===== src/rtl/kbd_fifo_port.sv =====
// Multi-source keyboard input port: round-robin arbiter feeding a FIFO that is
// read through the KBD/KBDCR register pair on the 6502 bus.
module kbd_fifo_port #(
    parameter int CHANNELS = 2,
    parameter int DEPTH    = 16,
    parameter int LW       = $clog2(DEPTH) + 1
) (
    input  logic                  clk14,
    input  logic                  rst_n,
    input  logic                  enable,
    input  logic                  cs,
    input  logic                  address,
    input  logic                  we,
    input  logic [7:0]            din,
    output logic [7:0]            dout,
    input  logic [CHANNELS-1:0]   src_valid,
    input  logic [7*CHANNELS-1:0] src_data,
    input  logic [CHANNELS-1:0]   src_en,
    output logic [CHANNELS-1:0]   src_ready,
    output logic [LW-1:0]         level
);

    localparam int AW = $clog2(DEPTH);
    localparam int CW = (CHANNELS > 1) ? $clog2(CHANNELS) : 1;

    logic [6:0]    mem_q [DEPTH];
    logic [6:0]    mem_d [DEPTH];
    logic [AW-1:0] wr_ptr_q, wr_ptr_d;
    logic [AW-1:0] rd_ptr_q, rd_ptr_d;
    logic [LW-1:0] level_q, level_d;
    logic          pop_pend_q, pop_pend_d;
    logic [CW-1:0] last_q, last_d;
    logic [7:0]    dout_q, dout_d;

    logic [CW-1:0] grant;
    logic          grant_vld;
    logic [CW:0]   cand;
    logic          full, empty, flush_now, kbd_rd, push, pop;
    logic [6:0]    push_data;

    // Search starts one past the last accepted channel so every enabled source gets a turn.
    always_comb begin
        grant     = '0;
        grant_vld = 1'b0;
        cand      = '0;
        for (int k = 1; k <= CHANNELS; k++) begin
            cand = {1'b0, last_q} + (CW+1)'(k);
            if (cand >= (CW+1)'(CHANNELS)) begin
                cand = cand - (CW+1)'(CHANNELS);
            end
            if (!grant_vld && src_valid[cand[CW-1:0]] && src_en[cand[CW-1:0]]) begin
                grant_vld = 1'b1;
                grant     = cand[CW-1:0];
            end
        end
    end

    always_comb begin
        full      = (level_q == LW'(DEPTH));
        empty     = (level_q == '0);
        flush_now = enable & cs & we & address & din[0];
        kbd_rd    = enable & cs & ~we & ~address;
        // Ready is forced low in reset so no source sees an accept it cannot complete.
        push      = rst_n & grant_vld & ~full & ~flush_now;
        pop       = enable & pop_pend_q & ~empty & ~flush_now;
        push_data = src_data[7*int'(grant) +: 7];
        for (int i = 0; i < CHANNELS; i++) begin
            src_ready[i] = push && (grant == CW'(i));
        end
    end

    always_comb begin
        mem_d      = mem_q;
        wr_ptr_d   = wr_ptr_q;
        rd_ptr_d   = rd_ptr_q;
        level_d    = level_q;
        pop_pend_d = pop_pend_q;
        last_d     = last_q;
        dout_d     = address ? {~empty, 7'b0} : {1'b1, mem_q[rd_ptr_q]};

        if (push) begin
            mem_d[wr_ptr_q] = push_data;
            last_d          = grant;
        end

        if (flush_now) begin
            wr_ptr_d   = '0;
            rd_ptr_d   = '0;
            level_d    = '0;
            pop_pend_d = 1'b0;
        end else begin
            wr_ptr_d = wr_ptr_q + AW'(push);
            rd_ptr_d = rd_ptr_q + AW'(pop);
            level_d  = level_q + LW'(push) - LW'(pop);
            // The pop is deferred one enable edge so the CPU samples the byte before it leaves.
            if (enable && pop_pend_q) begin
                pop_pend_d = 1'b0;
            end else if (kbd_rd && !empty) begin
                pop_pend_d = 1'b1;
            end
        end
    end

    always_ff @(posedge clk14 or negedge rst_n) begin
        if (!rst_n) begin
            mem_q      <= '{default: '0};
            wr_ptr_q   <= '0;
            rd_ptr_q   <= '0;
            level_q    <= '0;
            pop_pend_q <= 1'b0;
            last_q     <= CW'(CHANNELS - 1);
            dout_q     <= '0;
        end else begin
            mem_q      <= mem_d;
            wr_ptr_q   <= wr_ptr_d;
            rd_ptr_q   <= rd_ptr_d;
            level_q    <= level_d;
            pop_pend_q <= pop_pend_d;
            last_q     <= last_d;
            dout_q     <= dout_d;
        end
    end

    assign dout  = dout_q;
    assign level = level_q;

endmodule


===== config.mk =====
export PLATFORM = sky130hd
export DESIGN_NAME = kbd_fifo_port
export DESIGN_NICKNAME = d
export VERILOG_FILES = /design/src/rtl/kbd_fifo_port.sv
export SDC_FILE = /design/constraint.sdc
export NUM_CORES = 1
export LEC_CHECK = 0
export ABC_AREA = 1
export BUFFER_PORTS_ARGS = -buffer_cell sky130_fd_sc_hd__buf_4
export CORE_MARGIN = 2
export CORE_UTILIZATION = 40
export DETAILED_ROUTE_END_ITERATION = 8
export SLEW_MARGIN = 40
export SYNTH_ARGS = -nofsm -noshare
export SYNTH_HDL_FRONTEND = slang
export SYNTH_SLANG_ARGS = --single-unit

===== constraint.sdc =====
create_clock -name clk14 -period 2.2 [get_ports clk14]
set_input_delay 0.44 -clock clk14 [delete_from_list [all_inputs] [get_ports clk14]]
set_output_delay 0.44 -clock clk14 [all_outputs]
set_load 0.005 [all_outputs]

After elaboration in Yosys (flattened, before gate mapping). Cells that the tools add are included.

Shift operators: 1. Add/subtract/negate cells: 8. $mul: 1. $lt $le $gt $ge: 7. Eq/ne operators: 1. Bitwise logic cells: 20. Multiplexer cells: 27. Reduce and logical (&&, ||, !) cells: 12.

Operator list (count): bitwise mux 112 bit (1); binary-select mux 7 bit (select 4 bit) (1); demux 7 bit (select 4 bit) (1); 2-to-1 mux 7 bit (3); 2-to-1 mux 1 bit (17); variable part select 14 x 5 -> 7 bit (1); bitwise AND 1 bit (12); greater-or-equal comparator 5 bit (second input constant) (2); inverter 4 -> 5 bit (2); adder 4 x 1 -> 4 bit (2); logical AND 1 bit (8); 2-to-1 mux 4 bit (2); 2-to-1 mux 8 bit (1); inverter 1 bit (6); adder 5 x 1 -> 5 bit (1); equality test 5 bit (second input constant) (1); zero test 5 bit (1); less-than comparator 5 x 1 -> 1 bit (second input constant) (1); 2-to-1 mux 5 bit (1); subtractor 5 x 1 -> 5 bit (1); greater-or-equal comparator 2 bit (second input constant) (2); less-than comparator 1 x 2 -> 1 bit (second input constant) (2); multiplier 3 x 1 -> 4 bit (first input constant) (1); nonzero test 3 bit (1); 4 further kinds (6).

Output and inout port bits: 15. Logic and storage cells: 99. Bits in registers: 135. Input port bits: 32.

Logic depth before layout (Yosys ltp). Gate-level depths: netlist (run 1).

Word-level depth: 17. Mapped depth: 15.

Worst setup path after synthesis (run 1). OpenSTA, ideal clock, no wires.

Kind: in2reg. Start: input address. End: register level_q[4], in the netlist level[4]. Setup time: 86 ps. Arrival time: 2531 ps. Stages on the path: 15. Buffers on the path: 2. Path slack: -417 ps. Cell sequence: buf_4 -> nand3_2 -> nor2_4 -> buf_1 -> nor3_1 -> ha_1 -> inv_1 -> ha_1 -> inv_1 -> fa_1 -> nor2_1 -> nor2_1 -> nor2_1 -> nor3_1 -> nor3_1.

Longest elaborated chain between the ends: 7.

Ends and longest elaborated chain: start, declared (RTL line 12) `input logic address,`; bitwise AND 1 bit * (2 in series) (RTL line 61) `flush_now = enable & cs & we & address & din[0];`; inverter 1 bit (RTL line 64, 65); bitwise AND 1 bit (RTL line 64) `push = rst_n & grant_vld & ~full & ~flush_now;`; adder 5 x 1 -> 5 bit (RTL line 94) `level_d = level_q + LW'(push) - LW'(pop);`; subtractor 5 x 1 -> 5 bit (RTL line 94); 2-to-1 mux 5 bit * (RTL line 86) `if (flush_now) begin`; via level_d[4] (RTL line 30) `logic [LW-1:0] level_q, level_d;`; end signal, assigned (RTL line 117) `level_q <= level_d;`; end, declared (RTL line 30).

Mark *: on every way through the listed nets, which the timed path passes. The rest lies on a longest branch. A chain may end at the register's enable or synchronous reset.

Worst setup path after layout (run 1).
Start: register level_q[3], in the netlist level[3]. End: register level_q[4], in the netlist level[4].

Longest elaborated chain between the ends: 7.

Ends and longest elaborated chain: equality test 5 bit (RTL line 59) `full = (level_q == LW'(DEPTH));`; inverter 1 bit (RTL line 64); bitwise AND 1 bit (2 in series) (RTL line 64); adder 5 x 1 -> 5 bit (RTL line 94); subtractor 5 x 1 -> 5 bit * (RTL line 94); 2-to-1 mux 5 bit * (RTL line 86); via level_d[4] (RTL line 30).

Marks and branches as above.

==> flow_metrics.py, run 1 <==
metrics = {
    "status": {
        "status": "finished, violations left",
        "violations": "negative setup slack",
    },
    "routing": {
        "first_pass_iters": 5,
        "wire_per_inst_um": 14.8,
        "drcViolationCount": 0,
        "num_vias": 6333,
        "post_drt_via_cell_ratio": 4.92,
        "routed_wirelength_um": 19000,
        "drt-initial-drc-count": 482,
        "antenna_left": 0,
    },
    "layout": {
        "drive_above_1_share_pct": 15.2,
        "final_cells": 1286,
        "n_antenna_cell": 0,
        "multi_input_area_um2": 3130,
        "areaGrowthSynthToFinish_pct": 21.2,
        "fin_nets": 1091,
        "seqCellArea_um2": 3380,
        "fillers": 1726,
    },
    "die": {
        "core_um2": 17300,
        "start_util_pct": 40.9,
        "rows": 48,
        "dieArea_um2": 18800,
        "io_pins": 47,
        "fp.dieH_um": 137,
        "die_w_um": 137,
    },
    "power": {
        "leakage_uw": 0.00465,
        "seqPwrFrac_pct": 35.1,
        "ir_drop_mv": 0.754,
        "p_comb_share_pct": 40.2,
        "p_int_uw": 7250,
        "p_sw_uw": 4600,
        "clockPowerShare_pct": 24.7,
        "p_sw_share_pct": 38.8,
        "power.density_nw_per_um2": 1380,
    },
    "worst_setup_path": {
        "cp.required_ns": 2.50,
        "endpoint_kind": "register",
        "r2r-start": "level[3]$_DFF_PN0_",
        "critPathMostFrequentCell": "inv_2",
        "critPathMaxFanout": 2,
        "cp_top_family": "adder cells",
        "r2r_cells": 15,
        "worst_r2r_endpoint": "level[4]$_DFF_PN0_",
        "path_class": "reg2reg",
        "crit_arrival_ns": 2.63,
        "crit_chain": "inv_2, ha_4, nand4_1, inv_2, nor3_4, ha_1, inv_1, ha_2, inv_2, fa_2, nor2_2, nor2_1, nor2_1, o21a_1, nor3_1",
        "critPathBufInv": 4,
        "start_kind": "register",
        "max_stage_delay_ns": 0.39,
        "regToRegSetupSlack_ns": -0.13,
        "slowest_stage": "dfrtp_1",
    },
    "clock_network": {
        "clock_latency_ns": 0.42,
        "cts_made_buffers": 17,
        "h-tree-depth": 4,
        "cts_tree": "built",
        "cts_root_buffer": "clkbuf_16",
        "clk_pin_slew_worst_paths_ns": 0.06,
        "cts_hold_buf": 0,
        "cts_buffer_depth": 2,
        "clock_sinks": 135,
    },
    "yosys": {
        "muxShareOfSynthArea_pct": 0,
        "avgSynthCellArea_um2": 7.30,
        "ys_types": 26,
        "syn-num-nets": 1011,
        "synth_xor_area_share_pct": 0.496,
        "synth_compound_area_share_pct": 1.17,
        "synth_top_family_by_area": "simple AND/OR/NAND/NOR gates",
        "synth_cells": 968,
        "ys_seq_area_share_pct": 47.8,
        "syn_area_um2": 7070,
        "ys_warn_count": 0,
        "synth_simple_gate_area_share_pct": 39.9,
        "synthAdderAreaFrac_pct": 2.05,
        "ys_ff_latch": 135,
    },
    "sta": {
        "setup_viol": 2,
        "hold_violations": 0,
        "fin_crit_sh_pct": 106,
        "max_slew.worst_pin.slew_ns": 0.791,
        "setup_slack_ns": -0.129,
        "finalMaxSlewViolations": 0,
        "rsz0062_at_grt": "true",
        "relSlewSlack_pct": 47.3,
        "max_freq_mhz": 429,
        "finalSetupTns_ns": -0.232,
        "finalClockSkew_ns": 0.00793,
        "final.min_clock_period_ns": 2.33,
    },
    "global_route": {
        "met3_usage_pct": 4.33,
        "grt_busiest_layer": "met2",
        "grt_max_degree": 136,
        "use_met1_pct": 31.0,
        "grtUsageTotal_pct": 21.9,
        "overflow": 0,
        "antenna_found_initial": 0,
        "met2_usage_pct": 34.2,
        "grt_pass1_vias": 6056,
        "grt_pass1_wl_um": 31600,
    },
    "run": {
        "max_cap_viol_count": 0,
    },
    "place": {
        "placed_cells": 1239,
        "portBuffers": 39,
        "gp_congestion": 0.802,
        "dp_hpwl_um": 12000,
    },
    "worst_hold_path": {
        "hp-class": "in2async",
    },
}
power groups by stage:
stage          registers (µW)  logic [µW]  clock network (µW)
2_1_floorplan            4040        3120                   0
3_3_place_gp             4150        4510                   0
3_5_place_dp             4160        4560                   0
4_1_cts                  4150        4710                2970
5_1_grt                  4290        5440                3110
6_report                 4160        4760                2930
registers in the layout (all words and copies together) (netlist names):
name        cells
mem_q         112
last_q          1
level           5
dout            8
wr_ptr_q        4
pop_pend_q      1
rd_ptr_q        4
worst reg2reg max path, stage by stage (launching register included):
cell and delay (ns):
dfrtp_1 0.39, inv_2 0.09, ha_4 0.13, nand4_1 0.11
inv_2 0.11, nor3_4 0.04, ha_1 0.29, inv_1 0.06
ha_2 0.18, inv_2 0.04, fa_2 0.34, nor2_2 0.08
nor2_1 0.04, nor2_1 0.15, o21a_1 0.13, nor3_1 0.04
placed cells by master, fill, tap and decap left out, drive strengths merged:
cell type / count
a21oi: 12
buf: 105
bufinv: 4
clkbuf: 22
clkinv: 5
clkinvlp: 1
dfrtp: 134
dfstp: 1
fa: 1
ha: 10
inv: 84
nand2: 448
nand3: 186
nand4: 3
nor2: 33
nor3: 4
o21a: 1
o21ai: 3
xnor2: 3
xor2: 1
worst max path at each step:
stage	start	end	slack, ns	depth (start not counted)
CTS	level[2]$_DFF_PN0_	level[4]$_DFF_PN0_	-0.20	15
detailed placement	level[2]$_DFF_PN0_	level[4]$_DFF_PN0_	-0.29	15
global route	level[3]$_DFF_PN0_	level[4]$_DFF_PN0_	-0.28	15
global placement	level[2]$_DFF_PN0_	level[4]$_DFF_PN0_	-0.23	15
floorplan	address	level[4]$_DFF_PN0_	-0.13	15
finish	level[3]$_DFF_PN0_	level[4]$_DFF_PN0_	-0.13	15
layout make-up:
| class | count | share of cell area [%] |
|---|---|---|
| flip-flops and latches | 135 | 39.4 |
| repair buffers | 105 | 10.0 |
| clock buffers | 22 | 5.18 |
| clock inverters | 10 | 1.78 |
| multi-input cells | 705 | 36.5 |
| inverters | 84 | 3.80 |
| well taps | 225 | 3.28 |
repair_timing:
action | CTS | global route
setup buffers | 16 | 6
endpoints found under the hold margin | 0 | 0
pin swaps | 6 | 9
resized for setup | 10 | 7
endpoints found under the setup margin | 4 | 6
cell usage after synthesis:
master,count,area (µm²)
nor2_1,32,120
nand2_2,7,43.8
inv_2,3,11.3
xor2_1,1,8.76
dfstp_2,1,26.3
clkbuf_1,6,22.5
nand4_1,2,12.5
nor3_1,4,20.0
nand3_2,1,10.0
xnor2_1,3,26.3
buf_2,21,105
buf_6,12,135
inv_4,1,6.26
inv_1,80,300
a21oi_1,12,60.1
buf_1,3,11.3
nand3_1,185,926
dfrtp_1,134,3350
o21ai_0,3,15.0
nand4_4,1,21.3
buf_4,2,15.0
nand2_1,441,1660
nor2_4,1,11.3
o21a_1,1,7.51
ha_1,10,125
fa_1,1,20.0
stage by stage:
stage | util [%] | area (µm²) | hold WS, ns | power, µW | setup slack (ns)
floorplan | - | 7090 | 0.144 | 7160 | -0.131
global placement | 45.2 | 7810 | 0.453 | 8660 | -0.227
detailed placement | 45.2 | 7810 | 0.458 | 8720 | -0.285
CTS | 49.5 | 8560 | 0.215 | 11800 | -0.196
global route | 49.6 | 8570 | 0.246 | 12800 | -0.275
finish | 49.6 | 8570 | 0.104 | 11900 | -0.129
cell families (layout without fill, tap and decap cells):
logic type	count (synthesis)	in the layout
flip-flops	135	135
XOR/XNOR	4	4
buffers and inverters	128	221
AO/OA/AOI/OAI	16	16
adder cells (fa/ha/maj)	11	11
AND/OR/NAND/NOR	674	674
per-layer routing:
metal	part of all wire, %	vias to the layer above
li1	-	3189
met1	47	2968
met2	46	161
met3	5.1	15
met4	1.3	0
met5	0	-
Power figures use the tool's default switching activity.
==> run 2, diff against run 1 <==
--- a/config.mk
+++ b/config.mk
@@ -7,6 +7,7 @@
 export LEC_CHECK = 0
 export ABC_AREA = 1
 export BUFFER_PORTS_ARGS = -buffer_cell sky130_fd_sc_hd__buf_4
+export CORE_ASPECT_RATIO = 1.1
 export CORE_MARGIN = 2
 export CORE_UTILIZATION = 40
 export DETAILED_ROUTE_END_ITERATION = 8
==> run 2 against run 1 <==
  * Largest cell class unchanged
  * Clock skew is 0.00055 ns lower
  * Critical path depth stayed put
  * Design area is 1.3% lower
  * Power is 0.33% lower
  * The run still ends with negative setup slack left
  * Highest routed layer unchanged
==> flow_metrics.py, run 2 (same netlist as run 1, synthesis figures left out) <==
metrics = {
    "routing": {
        "antenna_left": 0,
        "routed_wirelength_um": 19700,
        "num_vias": 6436,
        "post_drt_via_cell_ratio": 5.01,
        "wire_per_inst_um": 15.3,
        "drcViolationCount": 0,
        "first_pass_iters": 5,
        "drt-initial-drc-count": 481,
    },
    "status": {
        "status": "finished, violations left",
        "violations": "negative setup slack",
    },
    "sta": {
        "hold_violations": 0,
        "holdWs_ns": 0.135,
        "final.min_clock_period_ns": 2.38,
        "setup_viol": 2,
        "rsz0062_at_grt": "true",
        "finalSetupTns_ns": -0.304,
        "max_freq_mhz": 420,
        "relSlewSlack_pct": 46.8,
        "max_slew.worst_pin.slew_ns": 0.798,
        "setup_slack_ns": -0.181,
        "finalClockSkew_ns": 0.00738,
        "fin_crit_sh_pct": 108,
        "finalMaxSlewViolations": 0,
    },
    "clock_network": {
        "cts_buffer_depth": 2,
        "clk_pin_slew_worst_paths_ns": 0.06,
        "cts_root_buffer": "clkbuf_16",
        "cts_hold_buf": 0,
        "h-tree-depth": 4,
        "clock_latency_ns": 0.43,
        "clock_sinks": 135,
        "cts_tree": "built",
        "cts_made_buffers": 17,
    },
    "worst_hold_path": {
        "hp-class": "in2async",
    },
    "die": {
        "io_pins": 47,
        "die_w_um": 131,
        "start_util_pct": 41.2,
        "fp.dieH_um": 143,
        "rows": 50,
        "core_um2": 17100,
        "dieArea_um2": 18800,
    },
    "place": {
        "gp_congestion": 0.813,
        "post-place-ws_ns": -0.288,
        "dp_hpwl_um": 12300,
        "portBuffers": 39,
    },
    "layout": {
        "regMostFlops": "mem_q",
        "largest_register_ffs": 112,
        "drive_above_1_share_pct": 14.3,
        "final_cell_mix": "440 x nand2_1, 185 x nand3_1, 133 x dfrtp_1",
        "areaGrowthSynthToFinish_pct": 19.7,
        "final_common_cell": "nand2_1",
        "fin_nets": 1080,
        "fillers": 1769,
        "n_antenna_cell": 0,
    },
    "worst_setup_path": {
        "critPathMaxFanout": 3,
        "start_kind": "register",
        "crit_arrival_ns": 2.70,
        "path_class": "reg2reg",
        "cp.required_ns": 2.52,
        "endpoint_kind": "register",
    },
    "power": {
        "leakage_uw": 0.00459,
        "power.density_nw_per_um2": 1400,
        "ir_drop_mv": 0.831,
    },
    "global_route": {
        "antenna_found_initial": 0,
        "grt_pass1_vias": 5997,
        "grtUsageTotal_pct": 22.2,
        "overflow": 0,
        "grt_max_degree": 136,
        "grt_pass1_wl_um": 31700,
    },
    "run": {
        "max_cap_viol_count": 0,
    },
}
run 2: area by class of cell:
type | count | area [µm²] | area share (%)
tap | 234 | 293 | 3.46
multi-input combinational | 705 | 3120 | 36.9
timing repair buffer | 94 | 758 | 8.96
sequential | 135 | 3380 | 40.0
inverter | 84 | 325 | 3.84
clock buffer | 22 | 454 | 5.37
clock inverter | 10 | 128 | 1.51
run 2: metrics by stage:
| stage | power, µW | std cells | area (µm²) | utilization [%] |
|---|---|---|---|---|
| finish | 11800 | 1284 | 8460 | 49.4 |
| global route | 12700 | 1284 | 8460 | 49.4 |
| CTS | 11700 | 1281 | 8400 | 49.0 |
| detailed placement | 8760 | 1247 | 7790 | 45.5 |
| global placement | 8680 | 1247 | 7790 | 45.5 |
| floorplan | 7160 | 968 | 7090 | - |
run 2: worst paths after layout:
kind                                       start                endpoint  slack [ns]  cells after the start
min in group clk14                        enable  pop_pend_q$_DFFE_PN0P_        0.32                      4
min reg2reg                mem_q[62]$_DFFE_PN0P_   mem_q[62]$_DFFE_PN0P_        0.47                      2
max                           level[2]$_DFF_PN0_      level[4]$_DFF_PN0_       -0.18                     15
max reg2reg                   level[2]$_DFF_PN0_      level[4]$_DFF_PN0_       -0.18                     15
max in group asynchronous                  rst_n   mem_q[91]$_DFFE_PN0P_        1.43                      2
min                                        rst_n    mem_q[2]$_DFFE_PN0P_        0.13                      2
run 2: where the power goes:
group / internal, µW / switching, µW / leakage (µW)
sequential: 3550 / 654 / 0.00177
clock: 1800 / 1070 / 0.000287
combinational: 1780 / 2960 / 0.00254
total: 7130 / 4680 / 0.00459
run 2: per-layer routing:
metal | track usage [%] | up-vias | part of all wire, %
met5 | 0 | - | 0
met4 | 8.17 | 0 | 2.5
met3 | 4.88 | 37 | 5.3
met2 | 35.0 | 169 | 47
met1 | 30.1 | 3055 | 45
li1 | - | 3175 | -
run 2: critical path: stages, from the launching register on:
cell     delay [ns]
dfrtp_1        0.36
inv_2          0.06
ha_4           0.15
nand4_1        0.09
inv_1          0.07
nor3_2         0.18
ha_1           0.26
inv_1          0.07
ha_2           0.18
inv_2          0.04
fa_2           0.37
nor2_1         0.10
nor2_1         0.05
nor2_2         0.12
o21a_1         0.12
nor3_1         0.04
run 2: repair_timing:
action,in CTS,in global routing
setup endpoints to repair,4,5
buffers inserted,2,4
resized for setup,3,15
pin swaps,5,2
==> run 3, diff against run 2 <==
--- a/config.mk
+++ b/config.mk
@@ -11,6 +11,7 @@
 export CORE_MARGIN = 2
 export CORE_UTILIZATION = 40
 export DETAILED_ROUTE_END_ITERATION = 8
+export SETUP_SLACK_MARGIN = 0.05
 export SLEW_MARGIN = 40
 export SYNTH_ARGS = -nofsm -noshare
 export SYNTH_HDL_FRONTEND = slang
==> run 3 against run 2 <==
  * The flow still finishes with violations (negative setup slack)
  * Sequential share of layout area shrank 0.22 points
  * Maximum frequency is essentially flat
  * Design area grew 0.56%
  * Final cell count grew 0.31%
  * Count of clock-buffer cells in the layout is the same
  * Clock power is essentially flat
  * First-iteration DRC count grew 4.2%
  * Wire length is essentially flat
  * Power shrank 0.33%
  * Die area is the same
  * Non-clock buffer count grew 4
==> flow_metrics.py, run 3 (same netlist as run 1, synthesis figures left out) <==
metrics = {
    "power": {
        "power.density_nw_per_um2": 1380,
        "leakage_uw": 0.00462,
        "ir_drop_mv": 0.819,
        "finalPower_uw": 11800,
    },
    "clock_network": {
        "clock_sinks": 135,
        "cts_made_buffers": 17,
        "clk_pin_slew_worst_paths_ns": 0.06,
        "h-tree-depth": 4,
        "cts_buffer_depth": 2,
        "cts_tree": "built",
        "cts_root_buffer": "clkbuf_16",
        "clock_latency_ns": 0.43,
    },
    "layout": {
        "largest_register_ffs": 112,
        "n_antenna_cell": 0,
        "final_cell_mix": "440 x nand2_1, 185 x nand3_1, 133 x dfrtp_1",
        "regMostFlops": "mem_q",
        "fin_nets": 1084,
        "final_common_cell": "nand2_1",
        "drive_above_1_share_pct": 14.7,
        "areaGrowthSynthToFinish_pct": 20.4,
    },
    "worst_setup_path": {
        "cp_top_family": "adder cells",
        "start_kind": "register",
        "path_class": "reg2reg",
        "crit_arrival_ns": 2.70,
        "regToRegSetupSlack_ns": -0.18,
        "cp.required_ns": 2.52,
        "slowest_stage": "dfrtp_1",
        "max_stage_delay_ns": 0.36,
        "critPathMaxFanout": 3,
        "critPathBufInv": 4,
        "crit_chain": "inv_2, ha_4, nand4_1, inv_1, nor3_2, ha_1, inv_1, ha_2, inv_2, fa_2, nor2_1, nor2_1, nor2_2, o21a_1, nor3_1",
        "endpoint_kind": "register",
    },
    "routing": {
        "drt-initial-drc-count": 501,
        "routed_wirelength_um": 19700,
        "wire_per_inst_um": 15.3,
        "post_drt_via_cell_ratio": 4.99,
        "antenna_left": 0,
        "first_pass_iters": 5,
        "drcViolationCount": 0,
        "num_vias": 6421,
    },
    "global_route": {
        "grt_pass1_vias": 6019,
        "met3_usage_pct": 4.88,
        "antenna_found_initial": 0,
        "use_met1_pct": 30.1,
        "grt_busiest_layer": "met2",
        "grtUsageTotal_pct": 22.2,
        "grt_max_degree": 136,
        "met2_usage_pct": 35.1,
        "overflow": 0,
        "grt_pass1_wl_um": 31800,
    },
    "sta": {
        "max_freq_mhz": 420,
        "rsz0062_at_grt": "true",
        "final.min_clock_period_ns": 2.38,
        "setup_viol": 2,
        "fin_crit_sh_pct": 108,
        "hold_violations": 0,
        "holdWs_ns": 0.126,
        "finalClockSkew_ns": 0.00802,
        "max_slew.worst_pin.slew_ns": 0.810,
        "relSlewSlack_pct": 46.0,
        "setup_slack_ns": -0.179,
        "finalMaxSlewViolations": 0,
    },
    "die": {
        "rows": 50,
        "dieArea_um2": 18800,
        "io_pins": 47,
        "core_um2": 17100,
        "die_w_um": 131,
        "start_util_pct": 41.2,
        "fp.dieH_um": 143,
    },
    "place": {
        "gp_congestion": 0.813,
        "portBuffers": 39,
        "dp_hpwl_um": 12300,
    },
    "run": {
        "max_cap_viol_count": 0,
    },
    "status": {
        "status": "finished, violations left",
        "violations": "negative setup slack",
    },
    "worst_hold_path": {
        "hp-class": "in2async",
    },
}
## run 3: timing repair
| item | CTS | global route |
|---|---|---|
| endpoints found under the hold margin | 0 | 0 |
| pin swaps | 5 | 3 |
| hold buffers | 0 | 0 |
| buffers inserted | 4 | 6 |
| endpoints found under the setup margin | 5 | 6 |
| resized for setup | 10 | 12 |
## run 3: worst paths after layout
kind	startpoint	endpoint	cells past startpoint
setup / recovery	level[2]$_DFF_PN0_	level[4]$_DFF_PN0_	15
hold / removal	rst_n	dout[7]$_DFF_PN0_	2
setup reg to reg	level[2]$_DFF_PN0_	level[4]$_DFF_PN0_	15
hold reg to reg	mem_q[62]$_DFFE_PN0P_	mem_q[62]$_DFFE_PN0P_	2
max in group asynchronous	rst_n	mem_q[91]$_DFFE_PN0P_	2
min in group clk14	enable	pop_pend_q$_DFFE_PN0P_	4
## run 3: layer usage
metal,routed length (µm),part of all wire (%),vias to the layer above
li1,-,-,3180
met1,8920,45,3045
met2,9230,47,160
met3,1010,5.1,36
met4,494,2.5,0
met5,0,0,-
## run 3: final cells by class
type | count | area [µm²]
clock buffer | 22 | 454
clock inverter | 10 | 128
fill | 1764 | 8630
inverter | 84 | 330
multi-input combinational | 705 | 3130
sequential | 135 | 3380
tap | 234 | 293
timing repair buffer | 98 | 792
## run 3: through the flow
step / std cells / worst slack (ns) / utilization [%] / area, µm² / TNS, ns
floorplan: 968 / -0.131 / - / 7090 / -0.131
global placement: 1247 / -0.223 / 45.5 / 7790 / -0.223
detailed placement: 1247 / -0.288 / 45.5 / 7790 / -0.379
CTS: 1283 / -0.178 / 49.2 / 8440 / -0.178
global route: 1288 / -0.359 / 49.6 / 8510 / -0.756
finish: 1288 / -0.179 / 49.6 / 8510 / -0.231
## run 3: power breakdown
group          internal (µW)  switching, µW  total, µW
Sequential              3550            657       4210
Combinational           1760           2940       4700
Clock                   1800           1070       2870
## run 3: worst register-to-register path, delay by kind of cell, from the launching register on
kind                       cells  cell delay, ns
and+or+nand+nor                6            0.59
DFF                            1            0.36
adders and majority gates      4            0.95
buffers and inverters          4            0.24
AOI/OAI and AO/OA              1            0.12
